==> config.mk <==
export PLATFORM = sky130hd
export DESIGN_NAME = capture_ctrl
export DESIGN_NICKNAME = d
export VERILOG_FILES = /design/src/rtl/logip_pkg.sv /design/src/rtl/capture_ctrl_rd_sequencer.sv /design/src/rtl/capture_ctrl.sv
export SDC_FILE = /design/constraint.sdc
export NUM_CORES = 1
export LEC_CHECK = 0
export CAP_MARGIN = 30
export CORE_MARGIN = 2
export CORE_UTILIZATION = 50
export DETAILED_ROUTE_END_ITERATION = 10
export GPL_TIMING_DRIVEN = 0
export PLACE_DENSITY_LB_ADDON = 0.2
export SLEW_MARGIN = 20
export SYNTH_ARGS = -nofsm -noshare
export SYNTH_HDL_FRONTEND = slang
export SYNTH_SLANG_ARGS = --single-unit
==> constraint.sdc <==
create_clock -name clk_i -period 4.6 [get_ports clk_i]
set_input_delay 0.69 -clock clk_i [delete_from_list [all_inputs] [get_ports clk_i]]
set_output_delay 0.69 -clock clk_i [all_outputs]
set_load 0.01 [all_outputs]
==> src/rtl/logip_pkg.sv <==
// Shared types and defaults for the logIP capture path.
package logip_pkg;

    localparam int CNT_W_DEF = 16;

    typedef enum logic [2:0] {
        IDLE,
        ARMED,
        DELAY,
        RD_REQ,
        RD_WAIT
    } capture_state_t;

endpackage

==> src/rtl/capture_ctrl_rd_sequencer.sv <==
// Readback datapath: remaining-sample down-counter, descending read pointer
// and the valid/ready handshake toward the transmitter.
module rd_sequencer #(
    parameter int MEM_DEPTH = 10
) (
    input  logic                 clk_i,
    input  logic                 rst_in,
    input  logic                 i_start,
    input  logic [MEM_DEPTH-1:0] i_addr,
    input  logic [MEM_DEPTH:0]   i_cnt,
    input  logic                 i_req,
    input  logic                 i_wait,
    input  logic                 i_abort,
    input  logic                 i_tx_ready,
    output logic                 o_mem_re,
    output logic [MEM_DEPTH-1:0] o_raddr,
    output logic                 o_tx_valid,
    output logic                 o_xfer,
    output logic                 o_last
);

    logic [MEM_DEPTH-1:0] r_raddr;
    logic [MEM_DEPTH:0]   r_cnt;
    logic                 w_xfer;

    // Strobes come straight from the phase decode so an async reset of the
    // controller state removes them without waiting for a clock.
    assign o_mem_re   = i_req  & ~i_abort;
    assign o_tx_valid = i_wait & ~i_abort;
    assign w_xfer     = o_tx_valid & i_tx_ready;
    assign o_xfer     = w_xfer;
    assign o_last     = w_xfer && (r_cnt == (MEM_DEPTH+1)'(1));
    assign o_raddr    = r_raddr;

    always_ff @(posedge clk_i or negedge rst_in) begin
        if (!rst_in) begin
            r_raddr <= '0;
            r_cnt   <= '0;
        end else if (i_start) begin
            r_raddr <= i_addr;
            r_cnt   <= i_cnt;
        end else if (w_xfer) begin
            r_raddr <= r_raddr - 1'b1;
            r_cnt   <= r_cnt - 1'b1;
        end
    end

endmodule

==> src/rtl/capture_ctrl.sv <==
// Capture sequencer for the logIP sample memory: circular pre-trigger
// recording, post-trigger delay, then newest-first readback to the UART.
//
// state   | meaning
// --------+-----------------------------------------------------------
// IDLE    | waiting for arm; no memory traffic
// ARMED   | writing every strobe into the ring, watching for trigger
// DELAY   | trigger seen, writing the remaining post-trigger samples
// RD_REQ  | one-cycle RAM read request at the current read address
// RD_WAIT | read data presented to the transmitter until accepted
module capture_ctrl
    import logip_pkg::*;
#(
    parameter int CHLS      = 32,
    parameter int MEM_DEPTH = 10,
    parameter int CNT_W     = CNT_W_DEF
) (
    input  logic                 clk_i,
    input  logic                 rst_in,
    input  logic                 arm_i,
    input  logic                 abort_i,
    input  logic                 smpl_stb_i,
    input  logic                 trg_i,
    input  logic [CNT_W-1:0]     read_cnt_i,
    input  logic [CNT_W-1:0]     dly_cnt_i,
    output logic                 mem_we_o,
    output logic [MEM_DEPTH-1:0] mem_waddr_o,
    output logic                 mem_re_o,
    output logic [MEM_DEPTH-1:0] mem_raddr_o,
    output logic                 tx_valid_o,
    input  logic                 tx_ready_i,
    output logic                 busy_o,
    output logic                 trg_seen_o
);

    localparam int CMP_W = (CNT_W > MEM_DEPTH + 1) ? CNT_W : MEM_DEPTH + 1;
    localparam logic [CMP_W-1:0] DEPTH_N = CMP_W'(1 << MEM_DEPTH);

    generate
        if (CHLS < 1 || MEM_DEPTH < 1 || CNT_W < 1) begin : g_bad_param
            $error("capture_ctrl: CHLS, MEM_DEPTH and CNT_W must be positive");
        end
    endgenerate

    capture_state_t       r_state;
    capture_state_t       w_state_nxt;
    logic [MEM_DEPTH-1:0] r_wptr;
    logic [CNT_W-1:0]     r_read_cnt;
    logic [CNT_W-1:0]     r_dly;
    logic                 r_trg_seen;

    logic                 w_wr;
    logic                 w_latch;
    logic                 w_dly_dec;
    logic                 w_trg_set;
    logic                 w_cap_done;
    logic                 w_rd_start;
    logic                 w_xfer;
    logic                 w_last;
    logic [CMP_W-1:0]     w_read_ext;
    logic [MEM_DEPTH:0]   w_rd_cnt;

    // A request larger than the ring can only return each stored sample once.
    assign w_read_ext = CMP_W'(r_read_cnt);
    assign w_rd_cnt   = (w_read_ext > DEPTH_N) ? DEPTH_N[MEM_DEPTH:0]
                                               : w_read_ext[MEM_DEPTH:0];

    always_comb begin
        w_state_nxt = r_state;
        w_wr        = 1'b0;
        w_latch     = 1'b0;
        w_dly_dec   = 1'b0;
        w_trg_set   = 1'b0;
        w_cap_done  = 1'b0;
        w_rd_start  = 1'b0;

        if (abort_i) begin
            w_state_nxt = IDLE;
        end else begin
            case (r_state)
                IDLE: begin
                    if (arm_i) begin
                        w_latch     = 1'b1;
                        w_state_nxt = ARMED;
                    end
                end
                ARMED: begin
                    if (smpl_stb_i) begin
                        w_wr = 1'b1;
                        if (trg_i) begin
                            w_trg_set = 1'b1;
                            if (r_dly == '0) begin
                                w_cap_done = 1'b1;
                            end else begin
                                w_state_nxt = DELAY;
                            end
                        end
                    end
                end
                DELAY: begin
                    if (smpl_stb_i) begin
                        w_wr      = 1'b1;
                        w_dly_dec = 1'b1;
                        if (r_dly == CNT_W'(1)) begin
                            w_cap_done = 1'b1;
                        end
                    end
                end
                RD_REQ: begin
                    w_state_nxt = RD_WAIT;
                end
                RD_WAIT: begin
                    if (w_xfer) begin
                        w_state_nxt = w_last ? IDLE : RD_REQ;
                    end
                end
                default: begin
                    w_state_nxt = IDLE;
                end
            endcase

            if (w_cap_done) begin
                if (w_rd_cnt == '0) begin
                    w_state_nxt = IDLE;
                end else begin
                    w_rd_start  = 1'b1;
                    w_state_nxt = RD_REQ;
                end
            end
        end
    end

    always_ff @(posedge clk_i or negedge rst_in) begin
        if (!rst_in) begin
            r_state    <= IDLE;
            r_wptr     <= '0;
            r_read_cnt <= '0;
            r_dly      <= '0;
            r_trg_seen <= 1'b0;
        end else begin
            r_state <= w_state_nxt;
            if (w_wr) begin
                r_wptr <= r_wptr + 1'b1;
            end
            if (w_latch) begin
                r_read_cnt <= read_cnt_i;
                r_dly      <= dly_cnt_i;
            end else if (w_dly_dec) begin
                r_dly <= r_dly - 1'b1;
            end
            if (w_state_nxt == IDLE) begin
                r_trg_seen <= 1'b0;
            end else if (w_trg_set) begin
                r_trg_seen <= 1'b1;
            end
        end
    end

    // The sample being written on the final capture cycle sits at r_wptr,
    // so that is the newest entry and the first one read back.
    rd_sequencer #(
        .MEM_DEPTH (MEM_DEPTH)
    ) u_rd_seq (
        .clk_i      (clk_i),
        .rst_in     (rst_in),
        .i_start    (w_rd_start),
        .i_addr     (r_wptr),
        .i_cnt      (w_rd_cnt),
        .i_req      (r_state == RD_REQ),
        .i_wait     (r_state == RD_WAIT),
        .i_abort    (abort_i),
        .i_tx_ready (tx_ready_i),
        .o_mem_re   (mem_re_o),
        .o_raddr    (mem_raddr_o),
        .o_tx_valid (tx_valid_o),
        .o_xfer     (w_xfer),
        .o_last     (w_last)
    );

    assign mem_we_o    = w_wr;
    assign mem_waddr_o = r_wptr;
    assign busy_o      = (r_state != IDLE);
    assign trg_seen_o  = r_trg_seen;

endmodule

======== Word level (Yosys, flattened, before mapping) ========
Index checks and enable logic that the tools add are counted.
word-level totals
  bits in registers ....................... 67
  logic and storage cells ................. 73
  output and inout bits ................... 25
  input bits .............................. 39
cells by class
  bitwise gates (word level) .............. 4
  add/sub/neg operators ................... 4
  order comparisons ....................... 1
  equal/unequal tests ..................... 6
  reductions and logical operators ........ 10
  multiplexer cells ....................... 41
operators with widths
  cell                                                                               count
  11-bit two-way mux                                                                 3
  16-bit two-way mux                                                                 2
  1-bit two-way mux                                                                  23
  3-bit two-way mux                                                                  7
  10-bit two-way mux                                                                 2
  16-bit by 1-bit equality test with 1-bit output, second input constant             1
  16-bit by 11-bit greater-than comparator with 1-bit output, second input constant  1
  16-bit zero test                                                                   1
  16-bit by 1-bit subtractor with 16-bit output, second input constant               1
  3-bit case mux with 5 select lines                                                 1
  11-bit by 1-bit equality test with 1-bit output, second input constant             1
  11-bit zero test                                                                   1
  11-bit by 1-bit subtractor with 11-bit output, second input constant               1
  10-bit by 1-bit adder with 10-bit output, second input constant                    1
  10-bit by 1-bit subtractor with 10-bit output, second input constant               1
  3-bit by 2-bit equality test with 1-bit output, second input constant              2
  3-bit zero test                                                                    2
  2-bit nonzero test                                                                 3
  2-bit two-way mux                                                                  2
  1-bit AND                                                                          3
  3-bit by 1-bit equality test with 1-bit output, second input constant              1
  3-bit equality test, second input constant                                         1
  3-bit nonzero test                                                                 1
  1-bit case mux with 2 select lines                                                 1
  other kinds (3)                                                                    3

======== Depth between registers and ports, before layout ========
  depth after elaboration ................. 11
  mapped depth ............................ 10
  mapped depth without buffers ............ 8

======== Modules after synthesis ========
Synthesis repeated with hierarchy kept, for this count alone.
second synthesis, totals
  cells, all modules ...................... 402
  area, all modules ....................... 3687.3 µm²
by module, submodules not included
  module        area each (µm²)  seq. area each (µm²)  cells an instance  times used
  capture_ctrl  2471.1           1151.1                273                1
  rd_sequencer  1216.2           525.5                 129                1

======== Least setup slack after synthesis ========
No wires, ideal clock.
  path type ............................... input port to flip-flop
  start ................................... input abort_i
  end ..................................... register u_rd_seq.r_cnt[7]
  buffers on the path ..................... 2
  required time ........................... 4.471 ns
  stages .................................. 8
  arrival time ............................ 2.198 ns
  setup time .............................. 0.129 ns
  slack ................................... 2.273 ns
  path through ............................ nor4b_2 -> and2_1 -> clkbuf_1 -> buf_2 -> nand3_1 -> o21a_1 -> o21ai_0 -> o21ai_0
between the ends
  word-level cells in the longest chain between the ends .. 4
  elaborated cells between the ends (all ways) .. 6
  classes of those cells .................. 2 x mux; 3 x bitwise; 1 x reduce/logical
ends and longest elaborated chain
  element                              line                             RTL
  start, declared                      capture_ctrl.sv:21               input logic abort_i,
  1-bit inverter                       capture_ctrl_rd_sequencer.sv:29  assign o_tx_valid = i_wait & ~i_abort;
  1-bit AND                            capture_ctrl_rd_sequencer.sv:29
  1-bit AND                            capture_ctrl_rd_sequencer.sv:30  assign w_xfer = o_tx_valid & i_tx_ready;
  2-bit nonzero test (no source line)  -
  end signal, assigned                 capture_ctrl_rd_sequencer.sv:41  r_cnt <= i_cnt;
  end signal, assigned                 capture_ctrl_rd_sequencer.sv:44  r_cnt <= r_cnt - 1'b1;
  end, declared                        capture_ctrl_rd_sequencer.sv:23  logic [MEM_DEPTH:0] r_cnt;
Several ways; a longest one is shown, not always the timed one.
A chain may end at the register's enable or synchronous reset.

======== Worst setup path in the final report ========
  start ................................... input smpl_stb_i
  end ..................................... output mem_we_o
between the ends
  word-level cells in the longest chain between the ends .. 3
ends and longest elaborated chain
  element            line                                     RTL
  start, declared    capture_ctrl.sv:22                       input logic smpl_stb_i,
  1-bit two-way mux  capture_ctrl.sv:88, capture_ctrl.sv:101
  1-bit two-way mux  -
  1-bit two-way mux  capture_ctrl.sv:77                       if (abort_i) begin
  end, declared      capture_ctrl.sv:26                       output logic mem_we_o,
No other way between the ends.

==> run summary <==
Inst Count DP -> 549
die footprint -> 0.00778 mm²
buffers plus inverters on the worst setup path -> 2
num rows -> 30
Longest Clk Path Bufs -> 2
Detailed Route Iter0 Violations -> 194
Synth Net Count -> 435
CP startpoint -> smpl_stb_i
Hold Buf Count CTS -> 0
Worst-path clk slew -> 0.07 ns
CTS tree -> yes
crit path capture -> mem_we_o
post-synthesis cell type count -> 56
first-pass GRT wire length -> 13.3 mm
Worst R2R Setup Slack -> 2.00 ns
Worst setup EP type -> output pin
worst-margin pin slew -> 0.791 ns
Worst EP arrival -> 2.53 ns
delay of the slowest critical-path stage -> 0.66 ns
Clock Latency Late Sink -> 0.33 ns
Synth top area share -> 47.3%
Most Frequent Cell on Critical Path -> clkdlybuf4s50_1
routed length per instance -> 14.0 µm
Cell Count, Final, Fillers Out -> 565
startpoint types -> input port
Commonest cells post-synth -> 91 x nand2_1, 67 x dfrtp_1, 37 x nor2_1, 18 x nand3_1, 16 x xnor2_1
initial antenna violation count -> 0
vias in the first global route -> 2961
CP Cell Sequence -> clkdlybuf4s50_1, nand2b_1, nor3_2, clkdlybuf4s50_1
Initial Util -> 51.9%
fmax -> 310 MHz
CP required -> 3.91 ns
DR vias -> 3085
fin crit period -> 3.22 ns
synthesized area -> 0.00355 mm²
Mean Syn Cell Area -> 9.12 µm²
core area -> 0.00683 mm²
Primary FF master, synth -> dfrtp_1
setup TNS -> 0 ns
Worst path depth -> 4
RePlAce Congestion -> 0.866
largest net degree at the start of global routing -> 49
Seq cells post-synth -> 67
critical path fanouts, max -> 8
register area share after synthesis -> 47.3%
Slew Limit Fails -> 0
vias per cell -> 5.46
CTS buffer count -> 9
FFs w/ async S/R, synth -> 100%
Residual DRC -> 0
max-cap violations -> 0
final hold violations -> 0
yosys warns -> 0
slew margin rel. -> 47.0%
worst hold path class -> in -> async
Final setup viols -> 0
Leak -> 1.98 nW
CP delay by family, top -> buffers and inverters
CTS Sinks -> 67
ant diodes -> 0
gr ovfl total -> 0
setup bufs post-CTS -> 0
Detailed Routing Iterations Pass 1 -> 4
Final Cycle Share -> 70.1%
CTS Root Cell -> clkbuf_8
Synth-to-Final Area Change -> 28.3%
largest cells by area after synthesis -> dfrtp_1 47%, nand2_1 9.6%, xnor2_1 4.0%
Setup CP Type -> in -> out
area leader, netlist -> dfrtp_1
Antenna Nets Post-Route -> 0
Mapped Cells -> 389
Post-synth EDFFs -> 0
I/O Buffers -> 63
share of cells above drive strength 1 -> 7.89%
Nets -> 510
Reg2Reg Capture Point -> trg_seen_o$_DFFE_PN0P_
I/O Pins -> 64
critical-path cell with the highest stage delay -> clkdlybuf4s50_1
GR Util All Layers -> 21.9%
worst vdd ir -> 0.257 mV
outcome -> finished clean
unrepaired setup endpoints after global routing -> false
CTS-repair resized insts -> 0
DP HPWL -> 5.89 mm
Die W -> 88.2 µm
Die H -> 88.2 µm
pwr/cell area -> 360 mW/mm²
H-tree levels -> 3
Final Skew -> 0.00734 ns
fillers -> 590
most numerous cell in the Yosys netlist -> nand2_1
r2r worst-path depth -> 6
Worst R2R Start -> u_rd_seq.r_cnt[3]$_DFFE_PN0P_
Routed WL -> 7.92 mm
placed cells by master, fill, tap and decap left out, types with 5 or more instances in the layout:
| master | synthesis | routed |
|---|---|---|
| dfrtp_1 | 67 | 67 |
| clkdlybuf4s50_1 | 0 | 62 |
| clkbuf_1 | 6 | 7 |
| o21ai_0 | 14 | 14 |
| o211ai_1 | 7 | 7 |
| clkbuf_8 | 0 | 11 |
| nand2_1 | 91 | 91 |
| inv_1 | 9 | 9 |
| xor2_1 | 10 | 10 |
| or3_1 | 5 | 5 |
| a21oi_1 | 10 | 10 |
| nand3_1 | 18 | 18 |
| or4_1 | 6 | 6 |
| nor2_1 | 37 | 37 |
| nor3_1 | 7 | 7 |
| xnor2_1 | 16 | 16 |
| ha_1 | 7 | 7 |
| nor4_1 | 9 | 9 |
routing by layer:
metal  wire length (µm)  track usage [%]
met2               3720             37.3
met5                  0                0
met1               3720             28.3
met3                316             3.54
met4                164             8.26
worst min-delay path by stage:
stage                               startpoint                    endpoint  slack [ns]  depth (start not counted)
global route                            rst_in  mem_waddr_o[4]$_DFFE_PN0P_        0.25                          1
detailed placement  r_read_cnt[12]$_DFFE_PN0P_  r_read_cnt[12]$_DFFE_PN0P_        0.46                          2
global placement    r_read_cnt[15]$_DFFE_PN0P_  r_read_cnt[15]$_DFFE_PN0P_        0.45                          2
finish                                  rst_in  mem_waddr_o[4]$_DFFE_PN0P_        0.24                          1
CTS                                     rst_in  mem_waddr_o[4]$_DFFE_PN0P_        0.23                          1
floorplan                               rst_in  mem_waddr_o[0]$_DFFE_PN0P_        0.39                          0
area by class of cell:
class / instances / area [µm²] / share of cell area [%]
Tap cell: 96 / 120 / 2.64
Buffer: 14 / 68.8 / 1.51
Timing Repair Buffer: 64 / 656 / 14.4
Clock buffer: 12 / 155 / 3.41
Inverter: 9 / 33.8 / 0.742
Sequential cell: 67 / 1680 / 36.8
Clock inverter: 4 / 72.6 / 1.59
Multi-Input combinational cell: 299 / 1770 / 38.9
cell families (layout without fill, tap and decap cells):
logic type	after synthesis	count (layout)	synth area share, %
flip-flops	67	67	47.3
multiplexers	2	2	0.952
XOR/XNOR	26	26	6.42
AO/OA/AOI/OAI	63	63	12.5
adder cells (fa/ha/maj)	7	7	2.47
buffers and inverters	23	103	2.89
AND/OR/NAND/NOR	201	201	27.5
worst register-to-register path, stage by stage, from the launching register on:
cell and delay (ns):
dfrtp_1 0.42, or4_1 0.55, or4_1 0.45, o41ai_1 0.52, a21oi_1 0.14, nor3_1 0.24, a211oi_1 0.12
flip-flops by register name (all words and copies together) (netlist names):
signal            flops
u_rd_seq.r_cnt       11
r_dly                16
mem_waddr_o          10
r_state               3
trg_seen_o            1
r_read_cnt           16
u_rd_seq.o_raddr     10
metrics by stage:
stage	area, µm²	total power, W	utilization (%)	hold slack, ns	setup WS [ns]
final	4550	0.00164	66.6	0.236	1.38
after global routing	4550	0.00173	66.6	0.245	1.29
after CTS	4550	0.00165	66.6	0.232	1.38
after detailed placement	4320	0.00110	63.3	0.462	1.40
after global placement	4300	0.00108	62.9	0.455	0.627
after floorplan	3550	0.000945	-	0.394	2.27
where the power goes:
part           leakage, nW  total (W)  switching [W]  internal, W
clock network        0.113   0.000551       0.000217     0.000334
registers            0.863   0.000772      0.0000941     0.000678
logic                 1.01   0.000316       0.000155     0.000161
No activity file was read; power rests on OpenSTA's default activity.
